[src/rtl/instr_fetch.sv]
// Single-outstanding instruction fetch unit: IDLE/FETCH/HOLD/DRAIN/FAULT sequencer with redirect support.
// Optional misaligned-redirect trap enabled by defining IFETCH_MISALIGN_CHK_EN.
module instr_fetch #(
  parameter logic [31:0] RESET_PC = 32'h0000_0000
) (
  input  logic        clk,
  input  logic        resetn,
  output logic        imem_req,
  output logic [31:0] imem_addr,
  input  logic        imem_rvalid,
  input  logic [31:0] imem_rdata,
  input  logic        redirect,
  input  logic [31:0] redirect_pc,
  output logic [31:0] instr,
  output logic [31:0] instr_pc,
  output logic        instr_valid,
  input  logic        instr_ready,
  output logic        fetch_fault
);

  typedef enum logic [2:0] {
    S_IDLE,
    S_FETCH,
    S_HOLD,
    S_DRAIN,
    S_FAULT
  } state_e;

  state_e      state_q, state_d;
  logic [31:0] fetch_pc_q, fetch_pc_d;
  logic [31:0] instr_q, instr_d;
  logic [31:0] instr_pc_q, instr_pc_d;
  logic        instr_valid_q, instr_valid_d;
  logic        imem_req_q, imem_req_d;
  logic [31:0] target_pc;

`ifdef IFETCH_MISALIGN_CHK_EN
  logic        fetch_fault_q, fetch_fault_d;
  logic        outstanding_q, outstanding_d;
  logic        misaligned;

  assign target_pc  = redirect_pc;
  assign misaligned = |redirect_pc[1:0];
`else
  assign target_pc  = {redirect_pc[31:2], 2'b00};
`endif

  always_comb begin
    state_d       = state_q;
    fetch_pc_d    = fetch_pc_q;
    instr_d       = instr_q;
    instr_pc_d    = instr_pc_q;
    instr_valid_d = instr_valid_q;
`ifdef IFETCH_MISALIGN_CHK_EN
    fetch_fault_d = fetch_fault_q;
    // Tracks a request still in flight so leaving FAULT cannot overlap it.
    if (imem_rvalid) begin
      outstanding_d = 1'b0;
    end else if (state_q == S_FETCH) begin
      outstanding_d = 1'b1;
    end else begin
      outstanding_d = outstanding_q;
    end
`endif

    case (state_q)
      S_IDLE: state_d = S_FETCH;
      S_FETCH: begin
        if (imem_rvalid) begin
          instr_d       = imem_rdata;
          instr_pc_d    = fetch_pc_q;
          instr_valid_d = 1'b1;
          fetch_pc_d    = fetch_pc_q + 32'd4;
          state_d       = S_HOLD;
        end
      end
      S_HOLD: begin
        if (instr_valid_q && instr_ready) begin
          instr_valid_d = 1'b0;
          state_d       = S_FETCH;
        end
      end
      S_DRAIN: begin
        if (imem_rvalid) begin
          state_d = S_FETCH;
        end
      end
`ifdef IFETCH_MISALIGN_CHK_EN
      S_FAULT: state_d = S_FAULT;
`endif
      default: state_d = S_IDLE;
    endcase

    // Redirect overrides everything above, including a same-cycle capture.
    if (redirect) begin
      fetch_pc_d    = target_pc;
      instr_valid_d = 1'b0;
      case (state_q)
        S_FETCH, S_DRAIN: state_d = imem_rvalid ? S_FETCH : S_DRAIN;
`ifdef IFETCH_MISALIGN_CHK_EN
        S_FAULT: state_d = (outstanding_q && !imem_rvalid) ? S_DRAIN : S_FETCH;
`endif
        default: state_d = S_FETCH;
      endcase
`ifdef IFETCH_MISALIGN_CHK_EN
      if (misaligned) begin
        state_d       = S_FAULT;
        fetch_fault_d = 1'b1;
      end else begin
        fetch_fault_d = 1'b0;
      end
`endif
    end

    imem_req_d = (state_d == S_FETCH);
  end

  always_ff @(posedge clk) begin
    if (!resetn) begin
      state_q       <= S_IDLE;
      fetch_pc_q    <= RESET_PC;
      instr_q       <= '0;
      instr_pc_q    <= '0;
      instr_valid_q <= 1'b0;
      imem_req_q    <= 1'b0;
`ifdef IFETCH_MISALIGN_CHK_EN
      fetch_fault_q <= 1'b0;
      outstanding_q <= 1'b0;
`endif
    end else begin
      state_q       <= state_d;
      fetch_pc_q    <= fetch_pc_d;
      instr_q       <= instr_d;
      instr_pc_q    <= instr_pc_d;
      instr_valid_q <= instr_valid_d;
      imem_req_q    <= imem_req_d;
`ifdef IFETCH_MISALIGN_CHK_EN
      fetch_fault_q <= fetch_fault_d;
      outstanding_q <= outstanding_d;
`endif
    end
  end

  assign imem_req    = imem_req_q;
  assign imem_addr   = fetch_pc_q;
  assign instr       = instr_q;
  assign instr_pc    = instr_pc_q;
  assign instr_valid = instr_valid_q;
`ifdef IFETCH_MISALIGN_CHK_EN
  assign fetch_fault = fetch_fault_q;
`else
  assign fetch_fault = 1'b0;
`endif

endmodule

[config.mk]
export PLATFORM = sky130hd
export DESIGN_NAME = instr_fetch
export DESIGN_NICKNAME = d
export VERILOG_FILES = /design/src/rtl/instr_fetch.sv
export SDC_FILE = /design/constraint.sdc
export NUM_CORES = 1
export LEC_CHECK = 0
export CORE_MARGIN = 5
export CORE_UTILIZATION = 44
export DETAILED_ROUTE_END_ITERATION = 8
export PLACE_DENSITY = 0.8
export SLEW_MARGIN = 20
export SYNTH_ARGS = -nofsm -noshare
export SYNTH_HDL_FRONTEND = slang
export SYNTH_SLANG_ARGS = --single-unit
[constraint.sdc]
create_clock -name clk -period 2.01 [get_ports clk]
set_input_delay 0.201 -clock clk [delete_from_list [all_inputs] [get_ports clk]]
set_output_delay 0.201 -clock clk [all_outputs]
set_load 0.02 [all_outputs]
==> results of run 1 <==
## worst max-delay path: stages (launching register included)
cell and delay, ns:
dfxtp_1 0.46, nand4_2 0.20, or4_4 0.57, o311a_1 0.34, a221o_1 0.25
## cell type report
class	instances	share of cell area
Clock inverter	7	0.0142
Clock buffer	9	0.0190
Inverter	5	0.00288
Sequential cell	97	0.298
Multi-Input combinational cell	391	0.341
Tap cell	133	0.0256
Timing Repair Buffer	203	0.299
## Yosys cell counts (6+ instances only)
master,n,area (µm²)
a21boi_0,62,465
a21oi_1,9,45.0
a31oi_1,14,87.6
clkbuf_1,29,109
dfxtp_1,97,1940
nand2_1,142,533
nand3_1,20,100
nand4_1,11,68.8
nor2_1,8,30.0
nor3_1,6,30.0
o21ai_0,30,150
o31ai_1,9,67.6
or4_1,7,52.6
## sequential cells by signal (all words and copies together) (netlist names)
register	count
imem_addr	30
imem_req	1
instr	32
instr_pc	30
instr_valid	1
state_q	3
## power by group
part | total [mW] | internal [mW] | switching [mW]
Sequential | 2.06 | 2.00 | 0.0643
Clock | 1.39 | 0.702 | 0.685
Combinational | 0.712 | 0.371 | 0.341
## routing by layer
layer | vias up | global-route usage
met3 | 20 | 0.0364
met2 | 170 | 0.360
li1 | 2209 | -
met1 | 2109 | 0.286
met4 | 0 | 0.0739
met5 | - | 0
## worst paths after layout
path | start | end | slack, ns | depth (start not counted)
max reg2reg | imem_addr[16]$_SDFFE_PN0P_ | imem_addr[31]$_SDFFE_PN0P_ | 0.08 | 4
min reg2reg | instr[22]$_SDFFE_PN0P_ | instr[22]$_SDFFE_PN0P_ | 0.47 | 2
max | imem_addr[16]$_SDFFE_PN0P_ | imem_addr[31]$_SDFFE_PN0P_ | 0.08 | 4
min | resetn | instr_pc[30]$_SDFFE_PN0P_ | 0.33 | 2
## kinds of logic after synthesis
kind of cell	Yosys count	synth area share
other	1	0.000864
AOI/OAI and AO/OA	144	0.229
and+or+nand+nor	233	0.257
buffers and inverters	50	0.0496
DFF	97	0.447
adders and majority gates	1	0.00288
xor gates and xnor gates	7	0.0141
## repair_timing
| action | in CTS | in global routing |
|---|---|---|
| endpoints found under the setup margin | 0 | 4 |
| resized for setup | 0 | 1 |
| buffers inserted | 0 | 0 |
| hold buffers | 0 | 0 |
==> qor.yml, run 1 <==
die_x_um: 109
synth_edf_count: 0
tns_ns: 0
min_path_type: "in2reg"
mostFrequentLayoutCells: "159 x clkdlybuf4s50_1, 142 x nand2_1, 96 x dfxtp_1, 62 x a21boi_0, 41 x buf_4"
ios: 168
placed_cells: 829
synth-seq-cells: 97
drive_gt1_frac: 0.0983
ys_types: 48
final_core_util: 0.672
outcome: "complete, no violations"
synth_area_per_cell_um2: 8.15
die_area_um2: 12000
required_ns: 2.26
dp_hpwl_um: 9710
grt_util_all_layers: 0.217
grt_max_degree: 71
start_kind: "flop"
nets: 777
place_area_um2: 6290
syn-cell-area_um2: 4340
timing.final.crit_share: 0.961
skew_ns: 0.00831
setup_viol: 0
worst_ir_drop_vdd_mv: 0.475
dr.pass1.iters: 5
rows: 36
antenna_cells: 0
routed_wl_um: 13200
wirelength_met1_um: 5810
multi_input_area_um2: 2220
die_h_um: 109
worstPathArrival_ns: 2.18
cts_root_buf: "clkbuf_8"
critPathKind: "reg2reg"
cts_buffer_depth: 2
antenna_found_initial: 0
place.gp.congestion: 0.847
async_flop_share: 0
overflow: 0
cts_inserted_buffers: 9
core_um2: 9680
total_power_mw: 4.16
final_design_area_no_fill_um2: 6510
drt.antenna.violating_nets: 0
syn_inst: 533
end_kind: "flop"
dr.max_layer_used: "met4"
rsz0062_at_grt: "no"
vias: 4508
instances_no_fill: 845
fmax_mhz: 518
wl_met3_um: 864
start_util: 0.448
insertion_delay_ns: 0.36
regArea_um2: 1940
clkSlewWorstSetupHoldPaths_ns: 0.09
cts_max_level: 3
grt_pass1_vias: 4399
report.final.slew_viol_count: 0
clock-sinks: 97
route.met2.wl_um: 6300
cap_violations: 0
p_leak_nw: 2.30
finalHoldViolCount: 0
dr.first_iter.drc_count: 314
drc_errors: 0
grt_pass1_wl_um: 21000
area_growth_pct: 50.0
wl_per_cell_um: 15.6
ys_warn_count: 0
power_density_nw_per_um2: 639
dp_slack_ns: -0.0561
ys_seq_area_frac: 0.447
nFillCells: 852
port_buffers: 160
cts_tree: "yes"
hold_slack_ns: 0.333
mostFrequentLayoutCell: "clkdlybuf4s50_1"
synth_flop_cell: "dfxtp_1"
critPathMaxFanout: 6
fin_crit_ns: 1.93
vias_per_cell: 5.33
timing.final.ws_setup_ns: 0.0778
Power figures use the tool's default switching activity.
==> run 2: changes to the inputs <==
- CAP_MARGIN: default -> 10
- CORE_UTILIZATION: 44 -> 35
- PLACE_DENSITY: 0.8 -> 0.66
==> qor.yml, run 2 (synthesized netlist as in run 1, its figures left out) <==
die_x_um: 121  # +11%
dr.pass1.iters: 4  # -1
place.gp.congestion: 0.785  # -7.4%
required_ns: 2.28  # +0.02 ns
dr.first_iter.drc_count: 240  # -24%
cts_inserted_buffers: 9  # unchanged
finalHoldViolCount: 0  # unchanged
wl_per_cell_um: 15.2  # -2.6%
rsz0062_at_grt: "no"
max_stage_delay_ns: 0.41  # -0.16 ns
antenna_cells: 0  # unchanged
critPathMaxFanout: 41  # +35
fmax_mhz: 535  # +3.3%
min_path_type: "in2reg"
hold_slack_ns: 0.363  # +0.0309 ns
fin_crit_ns: 1.87  # -0.0622 ns
die_area_um2: 14700  # +23%
routed_wl_um: 13400  # +1.9%
nFillCells: 1150  # +35%
grt_pass1_wl_um: 21700  # +3.2%
rows: 40  # +11%
cap_violations: 0  # unchanged
vias: 4461  # -1.0%
start_kind: "flop"
antenna_found_initial: 0  # unchanged
drt.antenna.violating_nets: 0  # unchanged
rr_startpoint: "state_q[1]$_SDFF_PN0_"
cts_root_buf: "clkbuf_16"
placed_cells: 868  # +4.7%
clkSlewWorstSetupHoldPaths_ns: 0.06  # -0.03 ns
timing.final.ws_setup_ns: 0.140  # +0.0622 ns
p_leak_nw: 2.37  # +2.7%
worst_ir_drop_vdd_mv: 0.428  # -9.8%
power_density_nw_per_um2: 697  # +9.1%
hp-start: "resetn"
hold_buffers: 0  # unchanged
die_h_um: 121  # +11%
vias_per_cell: 5.05  # -5.4%
dp_hpwl_um: 9870  # +1.7%
end_kind: "flop"
drive_gt1_frac: 0.105  # +0.00643
post_cts_resized: 0  # unchanged
grt_max_degree: 65  # -8.5%
final_design_area_no_fill_um2: 6710  # +3.0%
port_buffers: 160  # unchanged
dp_slack_ns: -0.115  # -0.0587 ns
instances_no_fill: 884  # +4.6%
timing.final.crit_share: 0.930  # -0.0310
post_cts_buffers: 0  # unchanged
worstPathArrival_ns: 2.14  # -0.04 ns
overflow: 0  # unchanged
outcome: "complete, no violations"
tns_ns: 0  # unchanged
grt_pass1_vias: 4268  # -3.0%
area_growth_pct: 54.4
cts_max_level: 3  # unchanged
mostFrequentLayoutCell: "clkdlybuf4s50_1"
core_um2: 12100  # +25%
report.final.slew_viol_count: 0  # unchanged
cts_tree: "yes"
path_cells: "and4bb_4 -> buf_4 -> nand3_1 -> or3_1 -> a31oi_1"
total_power_mw: 4.67  # +12%
mostFrequentLayoutCells: "159 x clkdlybuf4s50_1, 142 x nand2_1, 96 x dfxtp_1, 62 x a21boi_0, 45 x buf_4"
nets: 781  # +0.51%
final_core_util: 0.556  # -0.117
ios: 168  # unchanged
crit_start: "state_q[1]$_SDFF_PN0_"
slowest_stage: "buf_4"
skew_ns: 0.00841  # +0.000102 ns
cts_buffer_depth: 2  # unchanged
start_util: 0.360  # -0.0884
clock-sinks: 97  # unchanged
insertion_delay_ns: 0.34  # -0.02 ns
drc_errors: 0  # unchanged
critPathKind: "reg2reg"
place_area_um2: 6370  # +1.2%
setup_viol: 0  # unchanged
largest_reg_flops: 32  # unchanged
grt_util_all_layers: 0.179  # -0.0384
[run 2: path summary, 6_finish.rpt]
kind                                endpoint  slack (ns)  cells after the start
hold / removal     instr_pc[25]$_SDFFE_PN0P_        0.36                      2
setup / recovery  imem_addr[12]$_SDFFE_PN0P_        0.14                      5
hold reg to reg     instr_pc[7]$_SDFFE_PN0P_        0.46                      2
setup reg to reg  imem_addr[12]$_SDFFE_PN0P_        0.14                      5
[run 2: worst max-delay path, delay by kind of cell, from the launching register on]
family                 cells  cell delay (ns)
AND/OR/NAND/NOR            3             0.85
buffers and inverters      1             0.41
flip-flops                 1             0.38
AO/OA/AOI/OAI              1             0.16
[run 2: final cells by class]
type,instances,area (µm²),share of cell area
multi-input cells,391,2230,0.332
repair buffers,207,1970,0.294
flip-flops and latches,97,1940,0.290
clock buffers,12,256,0.0383
well taps,168,210,0.0313
clock inverters,4,75.1,0.0112
inverters,5,18.8,0.00280
[run 2: power breakdown]
part | total, mW | leakage, nW | internal, mW | switching, mW
registers | 2.06 | 0.793 | 2.00 | 0.0590
logic | 0.722 | 1.42 | 0.375 | 0.347
clock network | 1.89 | 0.155 | 1.16 | 0.734
[run 2: metal layers]
| metal | vias to the layer above | part of all wire | global-route usage |
|---|---|---|---|
| met5 | - | 0 | 0 |
| met4 | 0 | 0.016 | 0.0490 |
| met3 | 20 | 0.066 | 0.0438 |
| met2 | 152 | 0.48 | 0.298 |
| met1 | 2071 | 0.44 | 0.229 |
| li1 | 2218 | - | - |
